<file path="config.mk">
export PLATFORM = sky130hd
export DESIGN_NAME = pulse_stretch
export DESIGN_NICKNAME = d
export VERILOG_FILES = /design/src/rtl/pulse_stretch_pkg.sv /design/src/rtl/pulse_stretch_cycle_timer.sv /design/src/rtl/pulse_stretch.sv
export SDC_FILE = /design/constraint.sdc
export NUM_CORES = 1
export LEC_CHECK = 0
export BUFFER_PORTS_ARGS = -buffer_cell sky130_fd_sc_hd__buf_2
export CORE_ASPECT_RATIO = 2
export CORE_MARGIN = 8
export CORE_UTILIZATION = 45
export DETAILED_ROUTE_END_ITERATION = 7
export RECOVER_POWER = 50
export SETUP_SLACK_MARGIN = 0.2
export SYNTH_ARGS = -nofsm -noshare
export SYNTH_HDL_FRONTEND = slang
export SYNTH_SLANG_ARGS = --single-unit
</file>
<file path="constraint.sdc">
create_clock -name clk -period 2.8 [get_ports clk]
set_input_delay 0.28 -clock clk [delete_from_list [all_inputs] [get_ports clk]]
set_output_delay 0.28 -clock clk [all_outputs]
set_load 0.1 [all_outputs]
</file>
<file path="src/rtl/pulse_stretch_pkg.sv">
`default_nettype none
// ============================================================================
// Module      : pulse_stretch_pkg
// Description : Shared state encoding and counter sizing for pulse_stretch.
// Revision    : 1.0 - initial release
// ============================================================================
package pulse_stretch_pkg;

    typedef enum logic [1:0] {
        IDLE = 2'd0,
        ON   = 2'd1,
        GAP  = 2'd2
    } state_t;

    // The counter must hold the larger of the two reload values.
    function automatic int ctr_width(input int hold, input int gap);
        int m;
        m = (hold > gap) ? hold : gap;
        return $clog2(m + 1);
    endfunction

endpackage
`default_nettype wire

</file>
<file path="src/rtl/pulse_stretch_cycle_timer.sv">
`default_nettype none
// ============================================================================
// Module      : cycle_timer
// Description : Loadable down-counter; done flags the last cycle (count 1).
// Revision    : 1.0 - initial release
// ============================================================================
module cycle_timer #(
    parameter int W = 8
) (
    input  logic         clk,
    input  logic         rst,
    input  logic         load,
    input  logic [W-1:0] load_val,
    output logic         done
);

    logic [W-1:0] r_count;

    // Stops at zero rather than wrapping so an idle timer stays quiet.
    always_ff @(posedge clk or posedge rst) begin
        if (rst)
            r_count <= '0;
        else if (load)
            r_count <= load_val;
        else if (r_count != '0)
            r_count <= r_count - W'(1);
    end

    assign done = (r_count == W'(1));

endmodule
`default_nettype wire

</file>
<file path="src/rtl/pulse_stretch.sv">
`default_nettype none
// ============================================================================
// Module      : pulse_stretch
// Description : Stretches single-cycle events into fixed LED pulses with a
//               forced off-gap; queued events replay back to back.
//               Optional sticky drop flag: PULSE_STRETCH_OVF_FLAG_EN.
// Revision    : 1.0 - initial release
// ============================================================================
module pulse_stretch
    import pulse_stretch_pkg::*;
#(
    parameter int HOLD_CYCLES = 25_000_000,
    parameter int GAP_CYCLES  = 12_500_000,
    parameter int PEND_W      = 2
) (
    input  logic              clk,
    input  logic              rst,
    input  logic              trig,
    output logic              led,
    output logic              busy,
    output logic [PEND_W-1:0] pending
`ifdef PULSE_STRETCH_OVF_FLAG_EN
    ,
    output logic              ovf
`endif
);

    localparam int              CW         = ctr_width(HOLD_CYCLES, GAP_CYCLES);
    localparam logic [CW-1:0]   C_HOLD     = CW'(HOLD_CYCLES);
    localparam logic [CW-1:0]   C_GAP      = CW'(GAP_CYCLES);
    localparam logic [PEND_W-1:0] C_MAX_PEND = '1;

    state_t              r_state, w_next_state;
    logic [PEND_W-1:0]   r_pending, w_pending_next;
    logic                r_led;
    logic                w_start, w_load, w_done;
    logic [CW-1:0]       w_load_val;

    cycle_timer #(.W(CW)) u_timer (
        .clk      (clk),
        .rst      (rst),
        .load     (w_load),
        .load_val (w_load_val),
        .done     (w_done)
    );

    always_comb begin
        w_next_state = r_state;
        w_start      = 1'b0;
        w_load       = 1'b0;
        w_load_val   = C_HOLD;
        case (r_state)
            IDLE: if (trig) begin
                w_next_state = ON;
                w_start      = 1'b1;
                w_load       = 1'b1;
            end
            ON: if (w_done) begin
                w_next_state = GAP;
                w_load       = 1'b1;
                w_load_val   = C_GAP;
            end
            GAP: if (w_done) begin
                // A pulse queued or arriving on the terminal edge starts at once.
                if ((r_pending != '0) || trig) begin
                    w_next_state = ON;
                    w_start      = 1'b1;
                    w_load       = 1'b1;
                end else begin
                    w_next_state = IDLE;
                end
            end
            default: w_next_state = IDLE;
        endcase
    end

    // A start consumes one request; otherwise requests accumulate and saturate.
    always_comb begin
        w_pending_next = r_pending;
        if (w_start)
            w_pending_next = r_pending + PEND_W'(trig) - PEND_W'(1);
        else if (trig && (r_pending != C_MAX_PEND))
            w_pending_next = r_pending + PEND_W'(1);
    end

    always_ff @(posedge clk or posedge rst) begin
        if (rst) begin
            r_state   <= IDLE;
            r_pending <= '0;
            r_led     <= 1'b0;
        end else begin
            r_state   <= w_next_state;
            r_pending <= w_pending_next;
            r_led     <= (w_next_state == ON);
        end
    end

    assign led     = r_led;
    assign busy    = (r_state != IDLE);
    assign pending = r_pending;

`ifdef PULSE_STRETCH_OVF_FLAG_EN
    logic w_drop;
    logic r_ovf;

    assign w_drop = trig && !w_start && (r_pending == C_MAX_PEND);

    always_ff @(posedge clk or posedge rst) begin
        if (rst)
            r_ovf <= 1'b0;
        else if (w_drop)
            r_ovf <= 1'b1;
    end

    assign ovf = r_ovf;
`endif

endmodule
`default_nettype wire

</file>
==> reports/metrics.cfg, run 1 <==
[worst_setup_path]
ff2ff_path_depth=5
critical_path_class=flop to flop
worstSetupEndpointType=flop
worstPathRequired_ns=3.02
startpoint_type=flop
cp.arrival_ns=2.74
path_max_fanout=7

[placed_design]
place.gp.congestion=0.913
hpwl_mm=3.21
numPortBuffers=6

[cts]
clkLatencyLatePin_ns=0.29
root_buffer=clkbuf_8
postCtsHoldBufs=0
post-cts-setup-buffers=0
cts_tree=built
ctsLongestPathBuffers=2
htree_levels=2
cts.sinks=30
clkTransAtPathRegs_ns=0.07
numCtsBuffers=5

[synthesis]
ys.flop_type=dfrtp_1
synth.area.top_cells=dfrtp_1 43%, o21ai_0 5.1%, ha_1 4.3%
yosysSeqAreaShare_pct=42.9
synthesis.area_mm2=0.00175
async_reset_ff_share_pct=100
syn-instance-count=186
synthDominantCellAreaShare_pct=42.9
yosysWarnings=0
syn_avg_cell_area_um2=9.42
synth-seq-cells=30
yosysTopAreaCell=dfrtp_1
syn_nets=195
synth_edf_count=0
netlist-cell-type-count=44

[floorplan]
fp.dieW_um=60.1
start_util_pct=46.1
coreArea_mm2=0.00380
fp.dieH_um=104
rows=32
io_pins=7
die_area_mm2=0.00627

[final_layout]
final_util_pct=52.5
area_growth_pct=14.1
nNetsFinal=211
drive_above_1_share_pct=14.3
diodes=0

[power_and_ir_drop]
intPower_w=0.00107
power_per_cell_area_mw_per_mm2=893
p_sw_share_pct=40.2
finalPower_w=0.00178
p_comb_share_pct=35.6
p_sw_w=0.000718
clkPwrFrac_pct=24.0
pwr-share-seq_pct=40.3
max-vdd-ir-drop_v=0.000733
leakage_nw=0.765

[outcome]
status=finished with violations
violations=capacitance limit, slew limit

[run]
maxCapViolations=1

[global_route]
antenna_found_initial=0
track_usage_pct=15.4
grt_pass1_wl_mm=7.32
grt_pass1_vias=1570
grt_start_max_net_pins=31
grt_overflow_total=0

[min_path]
hold_class=input pin to flop
min_path_cells=4

[detailed_routing]
postRouteAntennaNets=0
drt_iter0_markers=35
vias=1498
drt_drc_violations_left=0
viasPerCell=5.90
drt-total-wl_mm=4.27
wl_per_cell_um=16.8
drt_pass1_iterations=4

[sta]
finalSetupViolations=0
fin_crit_sh_pct=90.0
fmax_mhz=397
clock_skew_ns=0.00556
worst_pin_slew_ns=1.67
rsz0062_at_grt=yes
final_max_slew_viol_count=31
min_period_ns=2.52
tns_ns=0
relSlewSlack_pct=-11.0
hold_violations=0
holdWs_ns=0.510

metal layers:
metal  wire length (um)  track usage (%)
met1               1640             15.0
met2               2350             27.0
met3                111             3.72
met4                167             9.12
met5                  0                0
what timing repair did:
action | in CTS | in global routing
endpoints found under the hold margin | 0 | 0
setup endpoints to repair | 0 | 4
gates resized for setup | 0 | 3
sequential cells by signal, summed over array words and instances, names as in the netlist:
name / flops
u_timer.r_count: 25
led: 1
pending: 2
r_state: 2
power by group through the flow:
stage,Sequential [W],Clock (W),Combinational [W]
floorplan,0.000786,0,0.000386
global placement,0.000710,0,0.000618
detailed placement,0.000716,0,0.000631
CTS,0.000710,0.000439,0.000637
global route,0.000735,0.000458,0.000713
finish,0.000719,0.000429,0.000636
cells in the mapped netlist, drive strengths merged, types with 3 or more instances:
library cell and instances:
a21oi 5, a31oi 4, clkbuf 3, dfrtp 30, ha 6, inv 6, nand2 7, nand3 9
nand3b 4, nand4 4, nor2 15, nor3 7, nor4 5, o21ai 18, o31ai 5, or3 5
or4 7, xnor2 8, xor2 6
metrics by stage:
| stage | cells | setup WS (ns) | instance area, um^2 |
|---|---|---|---|
| 2_1_floorplan | 186 | 0.328 | 1750 |
| 3_3_place_gp | 246 | 0.300 | 1880 |
| 3_5_place_dp | 246 | 0.276 | 1880 |
| 4_1_cts | 254 | 0.253 | 1990 |
| 5_1_grt | 254 | 0.175 | 2000 |
| 6_report | 254 | 0.281 | 2000 |
logic make-up (layout without fill, tap and decap cells):
logic type      after synthesis  count (layout)  share of synthesized area, %
compound gates               43              43                          15.2
xor+xnor                     14              14                          7.00
fa+ha+maj                     6               6                          4.29
buf+inv                      11              28                          2.50
flops                        30              30                          42.9
mux                           2               2                          1.14
simple gates                 80              80                          27.0
path summary, 6_finish.rpt:
check                                          from                   to  slack, ns
worst max-delay path             u_timer.r_count[7]  u_timer.r_count[21]       0.28
worst max register to register   u_timer.r_count[7]  u_timer.r_count[21]       0.28
min in group asynchronous                       rst                  led       0.56
worst min register to register  u_timer.r_count[18]  u_timer.r_count[18]       0.54
worst min-delay path                           trig           pending[0]       0.51
max in group asynchronous                       rst   u_timer.r_count[7]       1.15
layout make-up:
| class | count | area, um^2 |
|---|---|---|
| Timing Repair Buffer | 14 | 83.8 |
| Multi-Input combinational cell | 145 | 967 |
| Tap cell | 51 | 63.8 |
| Clock buffer | 5 | 68.8 |
| Inverter | 6 | 22.5 |
| Sequential cell | 30 | 752 |
| Clock inverter | 3 | 40.0 |
| Fill cell | 357 | 1810 |
cells in the final DEF, fill, tap and decap left out, types with 5 or more instances in the layout:
cell type  count
o31ai_1        5
or4_1          5
nor4_1         5
nand3_1        9
a21oi_1        5
clkbuf_8       5
nor3_1         7
buf_4          7
xnor2_1        8
dfrtp_1       29
nor2_1        15
inv_1          6
nand2_1        7
ha_1           6
xor2_1         6
o21ai_0       18
critical path, stage by stage, from the launching register on:
cell and delay (ns):
dfrtp_2 0.45, or4_4 0.56, or4b_4 0.52, or3_4 0.36, or4_1 0.47, nand3_1 0.09
Power figures use the tool's default switching activity.
==> run 2, diff against run 1 <==
CORE_UTILIZATION = 43   (was 45)
==> reports/metrics.cfg, run 2 (synthesis gave the netlist of run 1 again) <==
[worst_setup_path]
startpoint=u_timer.r_count[8]
startpoint_type=flop
path_max_fanout=6  ; -1
cp.arrival_ns=2.72  ; -0.02 ns
r2r_start=u_timer.r_count[8]
worstSetupEndpointType=flop
critical_path_class=flop to flop
worstPathRequired_ns=3.01  ; about the same

[sta]
finalSetupViolations=0  ; unchanged
relSlewSlack_pct=-7.61  ; +3.4 points
tns_ns=0  ; unchanged
rsz0062_at_grt=no
final_max_slew_viol_count=31  ; unchanged
min_period_ns=2.52  ; -0.000323 ns
fin_crit_sh_pct=90.0  ; about the same
holdWs_ns=0.543  ; +0.0329 ns
clock_skew_ns=0.00892  ; +0.00336 ns
hold_violations=0  ; unchanged
worst_pin_slew_ns=1.61  ; -0.0512 ns
fmax_mhz=397  ; about the same

[global_route]
grt_overflow_total=0  ; unchanged
track_usage_pct=13.4  ; -1.9 points
antenna_found_initial=0  ; unchanged
grt_start_max_net_pins=31  ; unchanged
grt_pass1_wl_mm=6.64  ; -9.2%
grt_pass1_vias=1385  ; -12%

[detailed_routing]
drt_iter0_markers=52  ; +49%
wl_per_cell_um=15.6  ; -7.5%
drt_drc_violations_left=0  ; unchanged
postRouteAntennaNets=0  ; unchanged
vias=1456  ; -2.8%
viasPerCell=5.73  ; -2.8%
drt_pass1_iterations=4  ; unchanged
drt-total-wl_mm=3.95  ; -7.5%

[final_layout]
regArea_um2=752  ; unchanged
largest_reg_flops=25  ; unchanged
max_flop_register=u_timer.r_count
area_growth_pct=12.1
layout_commonest_cell=dfrtp_1
diodes=0  ; unchanged
fin_cells=254  ; unchanged
layout_common_cells=29 x dfrtp_1, 17 x o21ai_0, 15 x nor2_1
nFillCells=393  ; +10%
drive_above_1_share_pct=13.4  ; -0.92 points
multi_input_area_um2=961  ; -0.65%
nNetsFinal=211  ; unchanged

[placed_design]
place.gp.congestion=0.837  ; -8.2%
hpwl_mm=2.87  ; -11%
numPortBuffers=6  ; unchanged
post-place-cells=246  ; unchanged

[cts]
clkLatencyLatePin_ns=0.28  ; about the same
ctsLongestPathBuffers=2  ; unchanged
root_buffer=clkbuf_8
htree_levels=2  ; unchanged
postCtsHoldBufs=0  ; unchanged
cts_tree=built
clkTransAtPathRegs_ns=0.07  ; about the same
numCtsBuffers=5  ; unchanged
cts.sinks=30  ; unchanged

[min_path]
hold_path_startpoint=trig
hold_class=input pin to flop

[outcome]
status=finished with violations
violations=capacitance limit, slew limit

[run]
maxCapViolations=1  ; unchanged

[floorplan]
coreArea_mm2=0.00401  ; +5.3%
start_util_pct=43.7  ; -2.3 points
fp.dieW_um=61.1  ; +1.7%
die_area_mm2=0.00650  ; +3.7%
rows=33  ; +3.1%
io_pins=7  ; unchanged
fp.dieH_um=106  ; +1.9%

[power_and_ir_drop]
power_per_cell_area_mw_per_mm2=851  ; -4.7%
max-vdd-ir-drop_v=0.000507  ; -31%
leakage_nw=0.750  ; -2.0%

## run 2: changes by cell type in the layout (fill, tap and decap cells not counted), sizes merged
cell	change
bufinv	-1
## run 2: repair_timing
action,4_1_cts,5_1_grt
endpoints found under the hold margin,0,0
setup endpoints to repair,0,2
setup buffers,0,1
gates resized for setup,0,3
## run 2: critical path: stages, from the launching register on
cell and delay, ns:
dfrtp_1 0.44, or4_4 0.55, or4b_4 0.55, or3_4 0.36, or4_1 0.47, nand3_1 0.09
## run 2: path summary, 6_finish.rpt
kind | endpoint | slack (ns) | cells past startpoint
max | u_timer.r_count[21] | 0.28 | 5
min | led | 0.54 | 4
max reg2reg | u_timer.r_count[21] | 0.28 | 5
min reg2reg | u_timer.r_count[18] | 0.55 | 2
max in group asynchronous | u_timer.r_count[7] | 1.19 | 3
min in group asynchronous | r_state[1] | 0.56 | 3
## run 2: metrics by stage
step / power, W / instance area (um^2) / setup WS [ns] / utilization [%]
floorplan: 0.00117 / 1750 / 0.328 / -
global placement: 0.00132 / 1880 / 0.306 / 46.9
detailed placement: 0.00133 / 1880 / 0.281 / 46.9
CTS: 0.00166 / 1960 / 0.261 / 48.9
global route: 0.00178 / 1960 / 0.207 / 49.0
finish: 0.00167 / 1960 / 0.281 / 49.0
## run 2: cell type report
cell class	count	area share [%]
clock inverter	2	0.510
timing repair buffer	14	4.27
multi-input combinational	145	48.9
inverter	6	1.15
sequential	30	38.3
clock buffer	5	3.51
tap	52	3.31
## run 2: per-layer routing
| layer | vias up | share of wire, % | track usage (%) |
|---|---|---|---|
| met5 | - | 0 | 0 |
| met4 | 0 | 1.9 | 5.55 |
| met3 | 7 | 2.8 | 3.51 |
| met2 | 19 | 50 | 21.1 |
| met1 | 701 | 45 | 16.6 |
| li1 | 729 | - | - |
## run 2: where the power goes
group          switching [W]  internal (W)  total (W)
logic               0.000389      0.000256   0.000645
registers           0.000142      0.000560   0.000702
clock network       0.000158      0.000166   0.000324
